### config.mk
export PLATFORM = sky130hd
export DESIGN_NAME = watch_mode_controller
export DESIGN_NICKNAME = d
export VERILOG_FILES = /design/src/rtl/watch_mode_controller.sv
export SDC_FILE = /design/constraint.sdc
export NUM_CORES = 1
export LEC_CHECK = 0
export CORE_MARGIN = 1.5
export CORE_UTILIZATION = 51
export DETAILED_ROUTE_END_ITERATION = 8
export PLACE_DENSITY = 0.88
export SYNTH_ARGS = -nofsm -noshare
export SYNTH_HDL_FRONTEND = slang
export SYNTH_SLANG_ARGS = --single-unit
### constraint.sdc
create_clock -name clk_i -period 1.6 [get_ports clk_i]
set_clock_uncertainty 0.15 [all_clocks]
set_input_delay 0.24 -clock clk_i [delete_from_list [all_inputs] [get_ports clk_i]]
set_output_delay 0.24 -clock clk_i [all_outputs]
set_load 0.005 [all_outputs]
### src/rtl/watch_mode_controller.sv
// ---------------------------------------------------------------------------
// watch_mode_controller
//
// Top-level mode sequencer for the digital watch. Debounces the mode and set
// buttons, classifies mode presses as short or long, and walks the watch
// through time display, hour set, minute set and stopwatch. Button activity
// becomes single-cycle strobes for the timekeeping datapath and stopwatch.
//
// Parameters
//   DEBOUNCE    consecutive differing samples before a debounced level flips
//   LONG_PRESS  edges of debounced mode hold that make a long press
//
// Ports
//   clk_i                system clock
//   rst_ni               asynchronous active-low reset
//   mode_btn_i           raw mode button (already synchronous to clk_i)
//   set_btn_i            raw set button (already synchronous to clk_i)
//   split_mode_i         stopwatch status, 1 while in split-time mode
//   stopwatch_mode_en_o  stopwatch enable
//   sw_mode_o            strobe: toggle stopwatch elapsed/split mode
//   sw_set_o             strobe: stopwatch start/stop/split/clear
//   hour_inc_o           strobe: increment hours
//   min_inc_o            strobe: increment minutes
//   alarm_on_o           alarm arm flag
//   watch_state_o        current FSM state encoding
//
// States
//   state      | meaning
//   -----------+-------------------------------------------------------
//   TIME (0)   | time display; set toggles the alarm
//   SET_HR (1) | hour set; set increments hours
//   SET_MIN (2)| minute set; set increments minutes
//   STOPWATCH  | stopwatch enabled; set drives start/stop/split/clear
//   (3)        |
//   SW_EXIT (4)| one-cycle exit, stopwatch still enabled so it can be
//              | forced back to elapsed mode; all events ignored
//   5..7       | illegal, recover to TIME
// ---------------------------------------------------------------------------
module watch_mode_controller #(
    parameter int DEBOUNCE   = 4,
    parameter int LONG_PRESS = 8
) (
    input  logic       clk_i,
    input  logic       rst_ni,
    input  logic       mode_btn_i,
    input  logic       set_btn_i,
    input  logic       split_mode_i,
    output logic       stopwatch_mode_en_o,
    output logic       sw_mode_o,
    output logic       sw_set_o,
    output logic       hour_inc_o,
    output logic       min_inc_o,
    output logic       alarm_on_o,
    output logic [2:0] watch_state_o
);

    localparam int DB_W   = (DEBOUNCE > 2) ? $clog2(DEBOUNCE) : 1;
    localparam int HOLD_W = $clog2(LONG_PRESS + 1);

    localparam logic [DB_W-1:0]   DB_LAST   = DB_W'(DEBOUNCE - 1);
    localparam logic [HOLD_W-1:0] HOLD_MAX  = HOLD_W'(LONG_PRESS);
    localparam logic [HOLD_W-1:0] HOLD_LAST = HOLD_W'(LONG_PRESS - 1);

    localparam logic [2:0] ST_TIME      = 3'd0;
    localparam logic [2:0] ST_SET_HR    = 3'd1;
    localparam logic [2:0] ST_SET_MIN   = 3'd2;
    localparam logic [2:0] ST_STOPWATCH = 3'd3;
    localparam logic [2:0] ST_SW_EXIT   = 3'd4;

    // -----------------------------------------------------------------------
    // Set button debounce and rise strobe
    // -----------------------------------------------------------------------
    logic [DB_W-1:0] set_cnt_q, set_cnt_d;
    logic            set_deb_q, set_deb_d;
    logic            set_prev_q;
    logic            set_ev_q, set_ev_d;
    logic            set_diff, set_flip;

    always_comb begin
        set_diff  = set_btn_i ^ set_deb_q;
        set_flip  = set_diff && (set_cnt_q == DB_LAST);
        set_deb_d = set_flip ? set_btn_i : set_deb_q;
        if (!set_diff || set_flip) begin
            set_cnt_d = '0;
        end else begin
            set_cnt_d = set_cnt_q + DB_W'(1);
        end
        set_ev_d = set_deb_q && !set_prev_q;
    end

    always_ff @(posedge clk_i or negedge rst_ni) begin
        if (!rst_ni) begin
            set_cnt_q  <= '0;
            set_deb_q  <= 1'b0;
            set_prev_q <= 1'b0;
            set_ev_q   <= 1'b0;
        end else begin
            set_cnt_q  <= set_cnt_d;
            set_deb_q  <= set_deb_d;
            set_prev_q <= set_deb_q;
            set_ev_q   <= set_ev_d;
        end
    end

    // -----------------------------------------------------------------------
    // Mode button debounce, hold counter and short/long classification
    // -----------------------------------------------------------------------
    logic [DB_W-1:0]   mode_cnt_q, mode_cnt_d;
    logic              mode_deb_q, mode_deb_d;
    logic              mode_prev_q;
    logic              mode_diff, mode_flip;
    logic [HOLD_W-1:0] hold_q, hold_d;
    logic              short_ev_q, short_ev_d;
    logic              long_ev_q, long_ev_d;

    always_comb begin
        mode_diff  = mode_btn_i ^ mode_deb_q;
        mode_flip  = mode_diff && (mode_cnt_q == DB_LAST);
        mode_deb_d = mode_flip ? mode_btn_i : mode_deb_q;
        if (!mode_diff || mode_flip) begin
            mode_cnt_d = '0;
        end else begin
            mode_cnt_d = mode_cnt_q + DB_W'(1);
        end

        // The counter keeps counting on the edge the level falls, so a press
        // that reaches LONG_PRESS on that edge still reports long, not short.
        hold_d = hold_q;
        if (mode_flip && mode_btn_i) begin
            hold_d = '0;
        end else if (mode_deb_q && (hold_q != HOLD_MAX)) begin
            hold_d = hold_q + HOLD_W'(1);
        end

        // Saturation guarantees hold_q passes LONG_PRESS-1 once per press.
        long_ev_d  = mode_deb_q && (hold_q == HOLD_LAST);
        short_ev_d = !mode_deb_q && mode_prev_q && (hold_q < HOLD_MAX);
    end

    always_ff @(posedge clk_i or negedge rst_ni) begin
        if (!rst_ni) begin
            mode_cnt_q  <= '0;
            mode_deb_q  <= 1'b0;
            mode_prev_q <= 1'b0;
            hold_q      <= '0;
            short_ev_q  <= 1'b0;
            long_ev_q   <= 1'b0;
        end else begin
            mode_cnt_q  <= mode_cnt_d;
            mode_deb_q  <= mode_deb_d;
            mode_prev_q <= mode_deb_q;
            hold_q      <= hold_d;
            short_ev_q  <= short_ev_d;
            long_ev_q   <= long_ev_d;
        end
    end

    // -----------------------------------------------------------------------
    // Watch FSM
    // -----------------------------------------------------------------------
    logic [2:0] state_q, state_d;
    logic       alarm_q, alarm_d;
    logic       set_evt;
    logic       sw_en;
    logic       sw_mode_p;
    logic       sw_set_p;
    logic       hour_p;
    logic       min_p;

    // A mode event in the same cycle wins; the set event is dropped.
    assign set_evt = set_ev_q && !short_ev_q && !long_ev_q;

    always_comb begin
        state_d   = state_q;
        alarm_d   = alarm_q;
        sw_en     = 1'b0;
        sw_mode_p = 1'b0;
        sw_set_p  = 1'b0;
        hour_p    = 1'b0;
        min_p     = 1'b0;
        case (state_q)
            ST_TIME: begin
                if (short_ev_q) begin
                    state_d = ST_SET_HR;
                end else if (set_evt) begin
                    alarm_d = !alarm_q;
                end
            end
            ST_SET_HR: begin
                if (short_ev_q) begin
                    state_d = ST_SET_MIN;
                end else if (long_ev_q) begin
                    state_d = ST_TIME;
                end else if (set_evt) begin
                    hour_p = 1'b1;
                end
            end
            ST_SET_MIN: begin
                if (short_ev_q) begin
                    state_d = ST_STOPWATCH;
                end else if (long_ev_q) begin
                    state_d = ST_TIME;
                end else if (set_evt) begin
                    min_p = 1'b1;
                end
            end
            ST_STOPWATCH: begin
                sw_en = 1'b1;
                if (short_ev_q) begin
                    if (split_mode_i) begin
                        state_d = ST_SW_EXIT;
                    end else begin
                        sw_mode_p = 1'b1;
                    end
                end else if (long_ev_q) begin
                    state_d = ST_SW_EXIT;
                end else if (set_evt) begin
                    sw_set_p = 1'b1;
                end
            end
            ST_SW_EXIT: begin
                // Still enabled here so a split-mode stopwatch can be toggled
                // back to elapsed mode before it is switched off.
                sw_en     = 1'b1;
                sw_mode_p = split_mode_i;
                state_d   = ST_TIME;
            end
            default: begin
                state_d = ST_TIME;
            end
        endcase
    end

    always_ff @(posedge clk_i or negedge rst_ni) begin
        if (!rst_ni) begin
            state_q <= ST_TIME;
            alarm_q <= 1'b0;
        end else begin
            state_q <= state_d;
            alarm_q <= alarm_d;
        end
    end

    assign stopwatch_mode_en_o = sw_en;
    assign sw_mode_o           = sw_mode_p;
    assign sw_set_o            = sw_set_p;
    assign hour_inc_o          = hour_p;
    assign min_inc_o           = min_p;
    assign alarm_on_o          = alarm_q;
    assign watch_state_o       = state_q;

endmodule
# --- Yosys cells after proc, flatten, opt, wreduce, memory -nomap -nowiden ---
# Cells that the tools add are included.
# Widths: inputs -> output; s select.
classes:
  addsub: 3
  n_mul: 0
  n_div: 0
  magnitude_cmp: 1
  n_eq_ne: 11
  shift: 0
  muxes: 22
  bitwise_logic: 3
  reduce_logical: 24
op_table:
  columns: ["op", "n"]
  rows:
  - ["$mux 3", 7]
  - ["$pmux 3 s4", 1]
  - ["$logic_and 1x1->1", 10]
  - ["$mux 1", 9]
  - ["$mux 4", 2]
  - ["$logic_not 1->1", 7]
  - ["$eq 3x2->1 const B", 2]
  - ["$ne 3x3->1 const B", 2]
  - ["$reduce_and 3->1", 2]
  - ["$add 2x1->2 const B", 2]
  - ["$add 4x1->4 const B", 1]
  - ["$eq 2x2->1 const B", 2]
  - ["$eq 4x3->1 const B", 1]
  - ["$lt 4x4->1 const B", 1]
  - ["$mux 2", 2]
  - ["$ne 4x4->1 const B", 1]
  - ["$eq 3x1->1 const B", 1]
  - ["$eq 3x3->1 const B", 1]
  - ["$logic_not 3->1", 1]
  - ["$logic_or 1x1->1", 2]
  - ["$ne 2x2->1 const B", 1]
  - ["$pmux 1 s2", 1]
  - ["$reduce_bool 2->1", 1]
  - ["$reduce_or 2->1", 1]
  - ["other kinds (2)", 3]
word_totals:
  reg_bits: 19
  latchBits: 0
  mem_bits_rw: 0
  rom_bits: 0
  input_bits: 5
  out_inout_bits: 9
  elab_cells: 76
  memories: 0

# --- Longest topological paths before layout ---
logic_depth:
  word_depth: 7
  mapped_depth: 5
  mapped_depth_nobuf: 5

# --- Worst setup path after synthesis ---
# Ideal clock, no wire load.
synth_timing:
  path_kind: "register to output"
  from: "reg state_q[2] (netlist: watch_state_o[2])"
  to: "out min_inc_o"
  arrival_time_ns: 1.222
  required_time_ns: 1.210
  slack_ns: -0.012
  stages_incl_launch_ff: 3
  path_buffers: 0
  path_cell_list: "dfrtp_1 or4b_4 nor3b_1"
synth_between:
  elab_chain_cells: 2
synth_lines:
  columns: ["item", "line_no", "source"]
  rows:
  - ["from (decl)", "161", "logic [2:0] state_q, state_d;"]
  - ["from (signal assigned)", "239", "state_q <= state_d;"]
  - ["$eq 3x2->1", "181", "case (state_q)"]
  - ["$mux 1", "181", null]
  - ["to (decl)", "52", "output logic min_inc_o,"]
# Every way passes these cells.

# --- Worst setup path after layout ---
layout_timing:
  from: "reg short_ev_q"
  to: "out sw_set_o"
layout_between:
  elab_chain_cells: 7
layout_lines:
  columns: ["item", "line_no", "source"]
  rows:
  - ["from (decl)", "113", "logic short_ev_q, short_ev_d;"]
  - ["from (signal assigned)", "153", "short_ev_q <= short_ev_d;"]
  - ["$logic_not 1->1", "171", "assign set_evt = set_ev_q && !short_ev_q && !long_ev_q;"]
  - ["$logic_and 1x1->1 (2 in a row)", "171", null]
  - ["$mux 1", "217", "end else if (set_evt) begin"]
  - ["$mux 1", null, null]
  - ["$mux 1 (*)", null, null]
  - ["$mux 1 (*)", "181", null]
  - ["to (decl)", "50", "output logic sw_set_o,"]
# Mark *: on every way between the ends. The rest lies on a longest branch, timed or not.

==> metrics.csv <==
metric,value,unit
yosys_warnings,0,
synthCells,82,
tightestPinTransition,0.4194,ns
fmax,510.8,MHz
cts_buffers,3,
fin_util,0.7761,
route.detailed.drc,2,
crit_chain,"buf_4, buf_6, buf_6, nor2_2, and3_4, clkdlybuf4s15_2",
clkSinkCount,19,
cts.root.buffer_cell,clkbuf_4,
syn_area,885.9,um2
cp_common_cell,buf_6,
track_usage,0.2145,
dp.cells,120,
slowest_delay,0.40,ns
ys_seq_area_frac,0.5367,
regToRegSetupSlack,0,ns
critPathCaptureType,output port,
die_y,44.68,um
setup_viol,6,
rsz0062_at_grt,yes,
r2r-end,alarm_on_o,
period_share,1.224,
gp_congestion,0.8884,
drv_cap,0,
ios,14,
period_needed,1.958,ns
die_w,44.68,um
routed_wl,1.827,mm
power.density,1822,nW/um2
ant_nets,0,
ys_seq_elements,19,
worstSkewPairLatency,0.30,ns
avgSynthCellArea,10.80,um2
grt_max_degree,20,
vdd_drop_max,1.149,mV
r2r_start,short_ev_q,
clockBufferDepth,2,
ys_types,30,
violations,"DRC, setup timing",
syn_nets,91,
io_buffers,13,
die-area,1996,um2
path_clk_slew,0.10,ns
drv_slew,0,
outcome,finished with violations,
worstSetupStartpointType,flip-flop,
final_nets,124,
hpwl,1.300,mm
critPathSlowestCell,dfrtp_1,
core-area,1559,um2
viasPerCell,5.585,
wl_per_cell,14.05,um
hold_class,in -> async,
instances_no_fill,130,
vias,726,
htree_levels,1,
antenna_cells,0,
critPathKind,reg -> out,
path_buf_inv,4,
critPathRequiredTime,1.21,ns
grt_pass1_wl,3.008,mm
ff2ff_path_depth,4,
slew_headroom,0.7204,
start_util,0.5682,
path_max_fanout,4,
area_growth,36.58,%
antenna_found_initial,0,
drtIter0Drc,16,
arrival,1.57,ns
fin_ws,-0.3577,ns
first_pass_iters,6,
cts_tree,yes,
p_leak,0.5633,nW
grt_pass1_vias,745,
crit_family,buffers and inverters,
gr-total-overflow,0,
cts_hold_buf,0,
hold_viol_final,0,
core.rowCount,14,
power,0.002205,W
drive_gt1_frac,0.3246,
[cell families after synthesis]
kind of cell	count (synthesis)	synth area share
flops	19	0.5367
buf+inv	6	0.02823
simple gates	34	0.2203
fa+ha+maj	4	0.05650
compound gates	14	0.1031
mux	2	0.02542
xor+xnor	3	0.02967
[how the worst max path moves through the flow]
stage	startpoint	to	depth (start not counted)
floorplan	watch_state_o[2]	hour_inc_o	2
global placement	watch_state_o[2]	hour_inc_o	3
detailed placement	watch_state_o[2]	hour_inc_o	3
CTS	watch_state_o[2]	stopwatch_mode_en_o	4
global route	short_ev_q	min_inc_o	3
finish	short_ev_q	sw_set_o	6
[cell type report]
cell class | count | area, um2
inverter | 4 | 15.01
clock buffer | 4 | 26.28
tap | 16 | 20.02
timing repair buffer | 30 | 254.0
sequential | 19 | 475.5
fill | 107 | 349.1
multi-input combinational | 57 | 419.2
[routing by layer]
layer / vias to the layer above / wire, um / GRT usage
met5: - / 0 / 0
met4: 0 / 50 / 0.1212
met3: 8 / 64 / 0.04082
met2: 23 / 962 / 0.3855
met1: 342 / 750 / 0.2318
li1: 353 / - / -
[where the power goes]
group	internal, W	switching [W]	total, W
Combinational	0.000630	0.000471	0.00110
Sequential	0.000682	0.000186	0.000868
Clock	0.0000971	0.000139	0.000237
Total	0.00141	0.000796	0.00220
[state kept, by name, summed over array words and instances, names as in the netlist, 2 cells and up]
register	cells
set_cnt_q	2
hold_q	4
mode_cnt_q	2
watch_state_o	3
[cells in the final DEF (no fill, tap or decap), types with 3 or more instances in the layout]
cell	n
clkdlybuf4s50_1	7
nor3b_1	3
nor2_1	3
nor3_1	3
ha_1	4
a21oi_1	5
nand3_1	3
nand2_1	8
clkbuf_4	3
dfrtp_1	19
buf_2	3
inv_1	3
buf_6	4
buf_4	13
[worst register-to-register path, stage by stage, from the launching register on]
cell and delay, ns:
dfrtp_1 0.40, or4b_4 0.57, buf_4 0.16, nor3_4 0.11, xor2_1 0.15
[synth_stat cells]
| library cell | count | area, um2 |
|---|---|---|
| a2111oi_0 | 1 | 8.760 |
| a21boi_0 | 1 | 7.510 |
| a21o_1 | 1 | 7.510 |
| a21o_2 | 1 | 8.760 |
| a21oi_1 | 5 | 25.02 |
| a32o_1 | 1 | 10.01 |
| and3_1 | 1 | 6.260 |
| and4_1 | 1 | 8.760 |
| and4b_1 | 1 | 10.01 |
| buf_2 | 1 | 5.000 |
| clkbuf_2 | 1 | 5.000 |
| dfrtp_1 | 19 | 475.5 |
| ha_1 | 4 | 50.05 |
| inv_1 | 4 | 15.01 |
| mux2_2 | 2 | 22.52 |
| nand2_1 | 8 | 30.03 |
| nand2b_1 | 1 | 6.260 |
| nand3_1 | 3 | 15.01 |
| nand3b_1 | 1 | 7.510 |
| nor2_1 | 6 | 22.52 |
| nor2b_1 | 2 | 12.51 |
| nor3_1 | 3 | 15.01 |
| nor3_2 | 1 | 10.01 |
| nor3b_1 | 5 | 37.54 |
| o211ai_1 | 1 | 7.510 |
| o21ai_0 | 2 | 10.01 |
| o22ai_1 | 1 | 6.260 |
| or4b_4 | 1 | 13.76 |
| xnor2_1 | 2 | 17.52 |
| xor2_1 | 1 | 8.760 |
[stage by stage]
stage | hold WS (ns) | TNS, ns | setup slack [ns] | cell area, um2
5_1_grt | 0.1434 | -2.217 | -0.4440 | 1210
2_1_floorplan | -0.2056 | -0.004853 | -0.004853 | 890.9
3_3_place_gp | 0.2361 | -1.347 | -0.4055 | 1114
6_report | 0.1065 | -1.740 | -0.3577 | 1210
3_5_place_dp | 0.2436 | -1.569 | -0.4398 | 1114
4_1_cts | 0.1149 | -1.473 | -0.3352 | 1189
[repair_timing]
action,CTS,global route
endpoints found under the setup margin,8,10
pin swaps,3,2
gates resized for setup,27,4
buffers inserted,4,2
gates cloned,0,0
Note: power is estimated with default switching activity, not from simulation.
